**config.mk**
```make
export PLATFORM = sky130hd
export DESIGN_NAME = control_unit
export DESIGN_NICKNAME = d
export VERILOG_FILES = /design/src/rtl/cpu_ctrl_pkg.sv /design/src/rtl/ctrl_decode.sv /design/src/rtl/control_unit.sv
export SDC_FILE = /design/constraint.sdc
export NUM_CORES = 1
export LEC_CHECK = 0
export CAP_MARGIN = 20
export CORE_ASPECT_RATIO = 1.75
export CORE_MARGIN = 5
export CORE_UTILIZATION = 30
export CTS_CLUSTER_SIZE = 40
export DETAILED_ROUTE_END_ITERATION = 6
export MAX_ROUTING_LAYER = met4
export PLACE_DENSITY_LB_ADDON = 0.2
export SLEW_MARGIN = 40
export SYNTH_ARGS = -nofsm -noshare
export SYNTH_HDL_FRONTEND = slang
export SYNTH_SLANG_ARGS = --single-unit
```
**constraint.sdc**
```tcl
create_clock -name clk -period 2.35 [get_ports clk]
set_input_delay 0.47 -clock clk [delete_from_list [all_inputs] [get_ports clk]]
set_output_delay 0.47 -clock clk [all_outputs]
set_load 0.005 [all_outputs]
```
**src/rtl/cpu_ctrl_pkg.sv**
```systemverilog
// rtl/cpu_ctrl_pkg.sv - shared control-bit, opcode and state definitions for the CPU sequencer
package cpu_ctrl_pkg;

   localparam int CW_W = 32;
   localparam int OP_W = 8;

   localparam int C0  = 0;
   localparam int C1  = 1;
   localparam int C2  = 2;
   localparam int C3  = 3;
   localparam int C4  = 4;
   localparam int C5  = 5;
   localparam int C6  = 6;
   localparam int C7  = 7;
   localparam int C8  = 8;
   localparam int C9  = 9;
   localparam int C10 = 10;
   localparam int C11 = 11;
   localparam int C12 = 12;
   localparam int C13 = 13;
   localparam int C14 = 14;
   localparam int C15 = 15;
   localparam int C16 = 16;
   localparam int C17 = 17;
   localparam int C18 = 18;
   localparam int C19 = 19;
   localparam int C20 = 20;
   localparam int C21 = 21;

   localparam logic [OP_W-1:0] OP_STORE  = 8'h01;
   localparam logic [OP_W-1:0] OP_LOAD   = 8'h02;
   localparam logic [OP_W-1:0] OP_ADD    = 8'h03;
   localparam logic [OP_W-1:0] OP_SUB    = 8'h04;
   localparam logic [OP_W-1:0] OP_JMPGEZ = 8'h05;
   localparam logic [OP_W-1:0] OP_JMP    = 8'h06;
   localparam logic [OP_W-1:0] OP_HALT   = 8'h07;
   localparam logic [OP_W-1:0] OP_MPY    = 8'h08;
   localparam logic [OP_W-1:0] OP_AND    = 8'h0A;
   localparam logic [OP_W-1:0] OP_OR     = 8'h0B;
   localparam logic [OP_W-1:0] OP_NOT    = 8'h0C;
   localparam logic [OP_W-1:0] OP_SHR    = 8'h0D;
   localparam logic [OP_W-1:0] OP_SHL    = 8'h0E;

   typedef enum logic [3:0] {
      S_IDLE,
      S_F0,
      S_F1,
      S_F2,
      S_DECODE,
      S_E0,
      S_E1,
      S_E2,
      S_HALTED
   } ctrl_state_t;

   function automatic logic [CW_W-1:0] cbit(input int idx);
      return CW_W'(1) << idx;
   endfunction

   // Number of execute steps after DECODE; HALT and NOPs have none.
   function automatic logic [1:0] exec_len(input logic [OP_W-1:0] op);
      case (op)
         OP_STORE, OP_LOAD, OP_ADD, OP_SUB,
         OP_MPY, OP_AND, OP_OR:        return 2'd3;
         OP_JMPGEZ, OP_JMP:            return 2'd2;
         OP_NOT, OP_SHR, OP_SHL:       return 2'd1;
         default:                      return 2'd0;
      endcase
   endfunction

   function automatic logic [CW_W-1:0] exec_word(input logic [OP_W-1:0] op,
                                                 input logic [1:0] step);
      logic [CW_W-1:0] w;
      w = '0;
      case (op)
         OP_STORE: begin
            case (step)
               2'd0:    w = cbit(C11);
               2'd1:    w = cbit(C12);
               2'd2:    w = cbit(C20);
               default: w = '0;
            endcase
         end
         OP_LOAD, OP_ADD, OP_SUB, OP_MPY, OP_AND, OP_OR: begin
            // Operand fetch is common; only the final ALU step differs.
            if (step == 2'd0)      w = cbit(C5);
            else if (step == 2'd1) w = cbit(C6);
            else if (step == 2'd2) begin
               case (op)
                  OP_LOAD: w = cbit(C7);
                  OP_ADD:  w = cbit(C9);
                  OP_SUB:  w = cbit(C10);
                  OP_MPY:  w = cbit(C13);
                  OP_AND:  w = cbit(C14);
                  default: w = cbit(C16);
               endcase
            end
         end
         OP_JMPGEZ, OP_JMP: begin
            if (step == 2'd0)      w = cbit(C3);
            else if (step == 2'd1) w = cbit(C21);
         end
         OP_NOT: if (step == 2'd0) w = cbit(C17);
         OP_SHR: if (step == 2'd0) w = cbit(C18);
         OP_SHL: if (step == 2'd0) w = cbit(C19);
         default: w = '0;
      endcase
      return w;
   endfunction

endpackage

```
**src/rtl/ctrl_decode.sv**
```systemverilog
// rtl/ctrl_decode.sv - combinational next-state and next-control-word logic
module ctrl_decode
   import cpu_ctrl_pkg::*;
(
   input  ctrl_state_t       state,
   input  logic              run,
   input  logic [OP_W-1:0]   opcode,
   input  logic              acc_neg,
   output ctrl_state_t       next_state,
   output logic [CW_W-1:0]   next_word
);

   logic [1:0] len;
   assign len = exec_len(opcode);

   always_comb begin
      next_state = state;
      case (state)
         S_IDLE:   if (run) next_state = S_F0;
         S_F0:     next_state = S_F1;
         S_F1:     next_state = S_F2;
         S_F2:     next_state = S_DECODE;
         S_DECODE: begin
            if (opcode == OP_HALT)
               next_state = S_HALTED;
            else if (len == 2'd0 || (opcode == OP_JMPGEZ && acc_neg))
               next_state = S_F0;
            else
               next_state = S_E0;
         end
         S_E0:     next_state = (len > 2'd1) ? S_E1 : S_F0;
         S_E1:     next_state = (len > 2'd2) ? S_E2 : S_F0;
         S_E2:     next_state = S_F0;
         S_HALTED: next_state = S_HALTED;
         default:  next_state = S_IDLE;
      endcase
   end

   // The word is registered alongside the state, so it is chosen for the state being entered.
   always_comb begin
      next_word = '0;
      case (next_state)
         S_F0:    next_word = cbit(C0) | cbit(C2);
         S_F1:    next_word = cbit(C5);
         S_F2:    next_word = cbit(C4) | cbit(C8);
         S_E0:    next_word = exec_word(opcode, 2'd0);
         S_E1:    next_word = exec_word(opcode, 2'd1);
         S_E2:    next_word = exec_word(opcode, 2'd2);
         default: next_word = '0;
      endcase
   end

endmodule

```
**src/rtl/control_unit.sv**
```systemverilog
// rtl/control_unit.sv - microprogrammed fetch/decode/execute sequencer for the accumulator CPU
module control_unit
   import cpu_ctrl_pkg::*;
#(
   parameter int CW_WIDTH = 32,
   parameter int OP_WIDTH = 8
) (
   input  logic                clk,
   input  logic                rst,
   input  logic                run,
   input  logic [OP_WIDTH-1:0] opcode,
   input  logic                acc_neg,
   output logic [CW_WIDTH-1:0] control_signal,
   output logic                instr_done,
   output logic                halted
);

   ctrl_state_t     state;
   ctrl_state_t     next_state;
   logic [OP_W-1:0] op_q;
   logic [OP_W-1:0] eff_op;
   logic [CW_W-1:0] next_word;

   // The IR is only trusted in DECODE; execute steps replay the latched copy.
   assign eff_op = (state == S_DECODE) ? OP_W'(opcode) : op_q;

   ctrl_decode u_decode (
      .state      (state),
      .run        (run),
      .opcode     (eff_op),
      .acc_neg    (acc_neg),
      .next_state (next_state),
      .next_word  (next_word)
   );

   always_ff @(posedge clk) begin
      if (rst) begin
         state          <= S_IDLE;
         control_signal <= '0;
         op_q           <= '0;
      end else begin
         state          <= next_state;
         control_signal <= CW_WIDTH'(next_word);
         if (state == S_DECODE)
            op_q <= eff_op;
      end
   end

   // Last step of an instruction is any step that hands back to F0 (IDLE start excluded).
   assign instr_done = !rst && (state != S_IDLE) && (next_state == S_F0);
   assign halted     = (state == S_HALTED);

endmodule

```
Yosys cells after proc, flatten, opt, wreduce, memory -nomap -nowiden
Memories as Yosys holds them, arrays and structs flattened.
Index checks and enable logic that the tools add are counted.
{"block": "totals", "ff_bits": 44, "mem_bits_ro": 32, "in_bits": 12, "output_inout_bits": 34, "word_cells": 57, "mem_count": 1}
{"memory": "(name not given)", "words": 16, "width": 2, "read_ports": 1, "rd_clocked_by_memory_dff": 0, "write_ports": 0, "line_no": "cpu_ctrl_pkg.sv:62", "source": "case (op)"}
{"block": "op_classes", "magnitude_cmp": 2, "eq_ne": 27, "n_mux": 13, "n_reduce_logical": 11}
{"cell": "case mux 32 bit (6 select lines)", "count": 1}
{"cell": "case mux 20 bit (6 select lines)", "count": 1}
{"cell": "case mux 17 bit (5 select lines)", "count": 1}
{"cell": "case mux 22 bit (3 select lines)", "count": 1}
{"cell": "case mux 32 bit (2 select lines)", "count": 1}
{"cell": "== test 8 x 4 -> 1 bit, second input constant", "count": 6}
{"cell": "case mux 4 bit (9 select lines)", "count": 1}
{"cell": "== test 8 x 3 -> 1 bit, second input constant", "count": 4}
{"cell": "== test 4 x 3 -> 1 bit, second input constant", "count": 7}
{"cell": "== test 4 x 2 -> 1 bit, second input constant", "count": 4}
{"cell": "== test 8 x 2 -> 1 bit, second input constant", "count": 2}
{"cell": "two-way mux 3 bit", "count": 3}
{"cell": "== test 4 x 1 -> 1 bit, second input constant", "count": 2}
{"cell": "== test 8 x 1 -> 1 bit, second input constant", "count": 1}
{"cell": "logical NOT 4 bit", "count": 2}
{"cell": "two-way mux 4 bit", "count": 2}
{"cell": "two-way mux 8 bit", "count": 1}
{"cell": "OR reduction 6 bit", "count": 1}
{"cell": "== test 4 bit, second input constant", "count": 1}
{"cell": "nonzero test 4 bit", "count": 1}
{"cell": "logical AND 1 bit", "count": 3}
{"cell": "greater-than comparator 2 x 1 -> 1 bit, second input constant", "count": 1}
{"cell": "greater-than comparator 2 bit, second input constant", "count": 1}
{"cell": "logical NOT 2 bit", "count": 1}
{"cell": "other kinds (4)", "count": 4}

Longest topological paths before layout
{"block": "logic_depth", "ltp_word": 11, "depth_mapped": 8, "mapped_depth_nobuf": 5}

Hierarchy
A second synthesis with hierarchy kept.
{"block": "hier_totals", "hier_cells": 216, "area_unflattened_um2": 2099.5}
{"mod": "control_unit", "instances": 1, "cells_each": 123, "area_per_inst_um2": 1470.2, "seq_area_each_um2": 880.8}
{"mod": "ctrl_decode", "instances": 1, "cells_each": 93, "area_per_inst_um2": 629.4, "seq_area_each_um2": 0.0}

Worst setup path after synthesis
No wires, ideal clock.
{"block": "synth_timing", "path_type": "register to output", "startpoint": "register state[1]", "endpoint": "output port instr_done", "arrival_ns": 1.941, "slack_ns": -0.061, "path_stages_with_launch": 8, "path_cell_list": "dfxtp_1 > buf_6 > nor4b_2 > buf_2 > mux2i_1 > o211ai_1 > a31o_2 > nor3b_2"}
{"block": "synth_via", "elab_chain_len": 11, "elab_cells_between_ends": 30, "cone_classes": "order compare: 2; eq/ne: 11; mux: 8; reduce/logical: 8; memory: 1"}
{"element": "start, declared", "line_no": "control_unit.sv:18", "source": "ctrl_state_t state;"}
{"element": "start signal, assigned", "line_no": "control_unit.sv:42", "source": "state <= next_state;"}
{"element": "== test 4 x 3 -> 1 bit", "line_no": "ctrl_decode.sv:18, control_unit.sv:25"}
{"element": "two-way mux 8 bit", "line_no": "control_unit.sv:25", "source": "assign eff_op = (state == S_DECODE) ? OP_W'(opcode) : op_q;"}
{"element": "memory read (16 x 2 bit) / logical NOT 4 bit (equally long branches)"}
{"element": "two-way mux 2 bit", "line_no": "cpu_ctrl_pkg.sv:62"}
{"element": "logical NOT 2 bit", "line_no": "ctrl_decode.sv:26", "source": "else if (len == 2'd0 || (opcode == OP_JMPGEZ && acc_neg))"}
{"element": "logical OR 1 bit", "line_no": "ctrl_decode.sv:26"}
{"element": "two-way mux 3 bit", "line_no": "ctrl_decode.sv:26"}
{"element": "two-way mux 4 bit", "line_no": "ctrl_decode.sv:24", "source": "if (opcode == OP_HALT)"}
{"element": "case mux 4 bit (9 select lines)", "line_no": "ctrl_decode.sv:18", "source": "case (state)"}
{"element": "== test 4 x 1 -> 1 bit", "line_no": "control_unit.sv:50", "source": "assign instr_done = !rst && (state != S_IDLE) && (next_state == S_F0);"}
{"element": "logical AND 1 bit (*)", "line_no": "control_unit.sv:50"}
{"element": "end, declared", "line_no": "control_unit.sv:14", "source": "output logic instr_done,"}
Every way passes the cells marked *; elsewhere a longest branch is shown, timed or not.

Worst setup path in the final report
{"block": "layout_timing", "startpoint": "register state[0]", "endpoint": "output port instr_done"}
The elaborated chain is that of the path after synthesis.

==> flow_metrics.env <==
export IMPL_crit_chain="or4b_4, a41o_1, and3_1, o32a_1, nor3b_2, buf_2"
export IMPL_multi_input_area_um2=853
export IMPL_violations="setup timing"
export IMPL_stdcell_count=319
export IMPL_wl_met1_um=1660
export IMPL_dp_cells=307
export IMPL_final_area_um2=2350
export IMPL_hold_start="op_q[6]$_SDFFE_PP0P_"
export IMPL_finalSetupViolations=1
export IMPL_antenna_left=0
export IMPL_dpl_hpwl_um=3650
export IMPL_clock_path_buffers=2
export IMPL_wl_met2_um=2520
export IMPL_layout_common_cells="buf_4 (51), clkdlybuf4s50_1 (30), dfxtp_1 (29), nand2_1 (20), nor2_1 (18)"
export IMPL_holdPathEnd="op_q[6]$_SDFFE_PP0P_"
export IMPL_layout_commonest_cell="buf_4"
export IMPL_synth_fa_ha_area_frac=0
export IMPL_min_period_ns=2.69
export IMPL_die_height_um=105
export IMPL_cellLeakagePower_nw=0.913
export IMPL_synth_seq_cells=30
export IMPL_place_ws_ns=-0.835
export IMPL_critical_path_max_stage_delay_ns=0.57
export IMPL_path_class="flop to output port"
export IMPL_drc=0
export IMPL_clock_latency_ns=0.28
export IMPL_synth_area_per_cell_um2=8.34
export IMPL_postPlaceCellArea_um2=2200
export IMPL_grt_pass1_wl_um=7480
export IMPL_worstPathArrival_ns=2.22
export IMPL_max_cap_viol_count=0
export IMPL_crit_start="state[0]$_SDFF_PP0_"
export IMPL_start_kind="flop"
export IMPL_core_um2=5020
export IMPL_async_flop_share=0
export IMPL_timing_rr_end="control_signal[18]$_SDFF_PP0_"
export IMPL_io_buffers=33
export IMPL_drtIter0Drc=55
export IMPL_fin_nets=277
export IMPL_cts_tree="yes"
export IMPL_final_util=0.468
export IMPL_skew_ns=0.00473
export IMPL_clock_sinks=30
export IMPL_ys_seq_area_frac=0.387
export IMPL_synthMuxAreaShare=0.0266
export IMPL_power_mw=1.08
export IMPL_tns_ns=-0.344
export IMPL_layout_drive_gt1_share=0.272
export IMPL_ys_flop_type="dfxtp_1"
export IMPL_synth_compound_area_frac=0.175
export IMPL_nFillCells=509
export IMPL_synth_simple_area_share=0.293
export IMPL_outcome="finished with violations"
export IMPL_place_congestion=0.904
export IMPL_wl_per_cell_um=14.5
export IMPL_ios=46
export IMPL_syn_area_um2=1550
export IMPL_rrSetupSlack_ns=0.15
export IMPL_rsz0062_at_grt="yes"
export IMPL_first_pass_iters=4
export IMPL_yosys_warnings=0
export IMPL_wl_um=4610
export IMPL_wl_met3_um=249
export IMPL_end_kind="output port"
export IMPL_first_global_vias=1640
export IMPL_die_area_um2=6770
export IMPL_ys_types=48
export IMPL_routed_top_layer="met4"
export IMPL_via_per_inst=5.09
export IMPL_fin_crit_sh=1.15
export IMPL_seqCellArea_um2=602
export IMPL_die_x_um=64.4
export IMPL_diodes=0
export IMPL_grt_start_max_net_pins=21
export IMPL_setup_slack_ns=-0.344
export IMPL_crit_required_ns=1.88
export IMPL_initial_core_util=0.309
export IMPL_hp_class="flop to flop"
export IMPL_synth_edff_count=0
export IMPL_cts_inserted_buffers=5
export IMPL_grt_use_total=0.146
export IMPL_powerDensity_nw_per_um2=459
export IMPL_hold_depth=2
export IMPL_ir_drop_mv=0.338
export IMPL_r2r_start="state[1]$_SDFF_PP0_"
export IMPL_slowest_stage="or4b_4"
export IMPL_route_vias_total=1623
export IMPL_cts_root_buf="clkbuf_8"
export IMPL_cts_reportedPaths_clkPinSlew_ns=0.06
export IMPL_worstPathMaxFanout=4
export IMPL_synthXorXnorAreaFrac=0
export IMPL_hold_ws_ns=0.459
export IMPL_rows=34
export IMPL_hold_viol=0
export IMPL_antenna_found_initial=0
export IMPL_synth_top_family_by_area="simple AND/OR/NAND/NOR gates"
export IMPL_finalMaxSlewViolations=0
export IMPL_grt_ovfl_total=0
export IMPL_syn_to_final_growth_pct=51.4
export IMPL_ff2ff_path_depth=9
export IMPL_max_freq_mhz=371
export IMPL_cts_max_level=2
export IMPL_synth_cells=186
timing repair:
item | CTS | global route
pin swaps | 6 | 1
setup endpoints to repair | 1 | 6
resized for setup | 8 | 5
cloned | 0 | 0
buffers inserted | 5 | 0
hold buffers | 0 | 0
per-layer routing:
metal	up-vias	GRT usage
met2	65	0.260
met5	-	-
met1	747	0.142
li1	799	-
met4	0	0.0923
met3	12	0.0279
sequential cells by signal, summed over array words and instances, names as in the netlist:
signal          cells
op_q                8
control_signal     18
state               4
layout make-up:
cell class,instances,share of cell area
Inverter,4,0.00639
Tap cell,54,0.0288
Timing Repair Buffer,86,0.312
Clock buffer,5,0.0293
Sequential cell,30,0.256
Clock inverter,2,0.00426
Multi-Input combinational cell,138,0.363
critical path: cells and delay by family, from the launching register on:
family                 cells  cell delay, ns
buffers and inverters      1            0.13
AND/OR/NAND/NOR            3            0.90
AO/OA/AOI/OAI              2            0.61
flip-flops                 1            0.32
cells by family (layout without fill, tap and decap cells):
| group | count (synthesis) | count (layout) |
|---|---|---|
| compound gates | 39 | 39 |
| flops | 30 | 30 |
| mux | 4 | 4 |
| other cells | 1 | 12 |
| buf+inv | 29 | 97 |
| simple gates | 83 | 83 |
Yosys cell counts (3+ instances only):
library cell  instances  area (um2)
dfxtp_1              30         601
buf_2                 3        15.0
nor3_1                4        20.0
nand2_1              20        75.1
nor4_1                6        37.5
a21oi_1              12        60.1
o211ai_1              4        30.0
nand3b_1              3        22.5
buf_4                14         105
nand3_1               7        35.0
nor2_1               18        67.6
o21ai_0               4        20.0
nor2b_1               7        43.8
clkbuf_1              6        22.5
mux2i_1               3        30.0
inv_1                 4        15.0
report_power, final:
part           total (mW)  switching [mW]  leakage, nW  internal, mW
clock               0.379           0.181       0.0438         0.198
combinational       0.176          0.0850        0.627        0.0914
sequential          0.524         0.00443        0.243         0.519
total                1.08           0.270        0.913         0.808
how the worst max path moves through the flow:
stage	end	slack [ns]	depth (start not counted)
floorplan	instr_done	-0.02	7
global placement	instr_done	-0.83	7
detailed placement	instr_done	-0.84	7
CTS	instr_done	-0.36	6
global route	instr_done	-0.41	6
finish	instr_done	-0.34	6
No activity file was read; power rests on OpenSTA's default activity.
==> edit, RTL diff (same settings) <==
Set the package constant `OP_W` to 10 (it was 8).
--- a/src/rtl/cpu_ctrl_pkg.sv
+++ b/src/rtl/cpu_ctrl_pkg.sv
@@ -2,7 +2,7 @@
 package cpu_ctrl_pkg;
 
    localparam int CW_W = 32;
-   localparam int OP_W = 8;
+   localparam int OP_W = 10;
 
    localparam int C0  = 0;
    localparam int C1  = 1;
Check against the original RTL: same outputs for any inputs over 10 cycles, from zero or initial values and one cycle with rst high; that may be too few to reach the edited logic, so the function may still have changed.
==> edit against the original RTL <==
- the run still ends with setup timing left
- routed wire length decreased by 2.1%
- critical path depth grew 1
- area after synthesis increased by 11%
- sequential cell count grew 2
- cell area increased by 11%
- power rose by 6.5%
- fmax increased by 3.8%
- sequential power is 6.1% higher
- hold slack worse by 0.0061 ns
- clock power rose by 2%
- non-clock buffer count decreased by 2
- worst setup slack better by 0.098 ns
- critical endpoint unchanged
==> edit: results (changes against the original RTL) <==
metric	value	unit	change
Worst Slack Setup Final	-0.246	ns	was -0.344 ns
GRT Overall Usage	0.137		was 0.146
most area-consuming cells after synthesis	dfxtp_1 (37%), buf_4 (6.5%), nor2_1 (5.9%)		was dfxtp_1 (39%), buf_4 (6.8%), nand2_1 (4.8%)
Final #Nets	292		was 277
Critical Path Source Type	primary input		was flop
global-route wire length before repair	7.36	mm	was 7.48 mm
Post-DP HPWL	3.66	mm	was 3.65 mm
post-synthesis async set-or-reset flop share	0		unchanged
Met1 Wirelength	1.68	mm	was 1.66 mm
routability cong.	0.879		was 0.904
largest net degree at the start of global routing	20		was 21
Unique masters post-synth	53		was 48
worst vdd ir	0.000248	V	was 0.000338 V
share of cells above drive strength 1	0.296		was 0.272
Starting DRT DRC Count	62		was 55
M3 GR Usage	0.0213		was 0.0279
DP Area	2440	µm²	was 2200 µm²
via count	1659		was 1623
met2 usage in global routing	0.248		was 0.260
worst r2r src	op_q[1]		was state[1]
drt total wl	4.52	mm	was 4.61 mm
Setup TNS	-0.246	ns	was -0.344 ns
most frequent cells after synthesis	dfxtp_1 (32), nor2_1 (27), nand2_1 (16)		was dfxtp_1 (30), nand2_1 (20), nor2_1 (18)
register area share after synthesis	0.371		was 0.387
P_leak	1.03	nW	was 0.913 nW
failing checks	setup timing		unchanged
run status	finished, violations left		unchanged
Avg Inst Size Synth	8.51	µm²	was 8.34 µm²
post-place setup slack	-0.847	ns	was -0.835 ns
Crit Path Max Fanout	3		was 4
met1 Use GR	0.133		was 0.142
vias in the first global route	1662		was 1640
Fillers	620		was 509
worst reg2reg path depth	8		was 9
top flop regs	control_signal: 18 flops, op_q: 10 flops, state: 4 flops		was control_signal: 18 flops, op_q: 8 flops, state: 4 flops
drt wl/cell	12.7	µm	was 14.5 µm
worst setup path end	instr_done		unchanged
WL met3	198	µm	was 249 µm
Skew-Pair Late Insertion Delay	0.28	ns	about the same
Placed Instances	349		was 307
skew final	0.00703	ns	was 0.00473 ns
Critical Path AT	2.13	ns	was 2.22 ns
crit path from	opcode[4]		was state[0]
met2 wire len	2.48	mm	was 2.52 mm
Critical R2R Capture	control_signal[14]		was control_signal[18]
setup violators final	1		unchanged
[edit: changes by cell type after synthesis, sizes merged, moves of 3 or more]
cell,change
nor2,+10
nand2b,+5
nand3,-5
nor3,+5
nand2,-4
nand4,+3
o211ai,-3
o21a,+3
[edit: worst min path at each step]
stage	start	end	slack (ns)	cells after the start
after floorplan	op_q[5]	op_q[5]	0.44	2
after global placement	op_q[4]	op_q[4]	0.44	2
after detailed placement	op_q[5]	op_q[5]	0.45	2
after CTS	op_q[5]	op_q[5]	0.46	2
after global routing	op_q[5]	op_q[5]	0.49	2
final	op_q[5]	op_q[5]	0.45	2
[edit: repair_timing]
action,4_1_cts,5_1_grt
pin swaps,7,3
endpoints found under the setup margin,2,2
resized for setup,25,6
setup buffers,1,0
hold endpoints to repair,0,0
[edit: logic make-up (layout without fill, tap and decap cells)]
group,count (synthesis),count (layout),share of synthesized area
AOI/OAI and AO/OA,36,36,0.154
muxes,5,5,0.0304
other,1,12,0.00217
and+or+nand+nor,100,100,0.333
xor gates and xnor gates,2,2,0.0101
buffers and inverters,27,93,0.0993
DFF,32,32,0.371
[edit: area by class of cell]
| cell class | instances | area, µm² | share of cell area |
|---|---|---|---|
| clock buffer | 6 | 72.6 | 0.0279 |
| clock inverter | 1 | 5.00 | 0.00192 |
| multi-input combinational | 155 | 1060 | 0.408 |
| tap | 76 | 95.1 | 0.0365 |
| sequential | 32 | 642 | 0.247 |
| inverter | 2 | 7.51 | 0.00288 |
| timing repair buffer | 84 | 719 | 0.276 |
[edit: power by group]
part	switching, W	internal, W
registers	0.00000442	0.000552
clock network	0.000185	0.000201
logic	0.0000988	0.000108
[edit: critical path: stages]
cell	delay, ns
dlygate4sd2_1	0.29
or4_4	0.57
buf_4	0.16
o21ai_2	0.20
a31oi_4	0.11
and3_4	0.20
buf_6	0.11
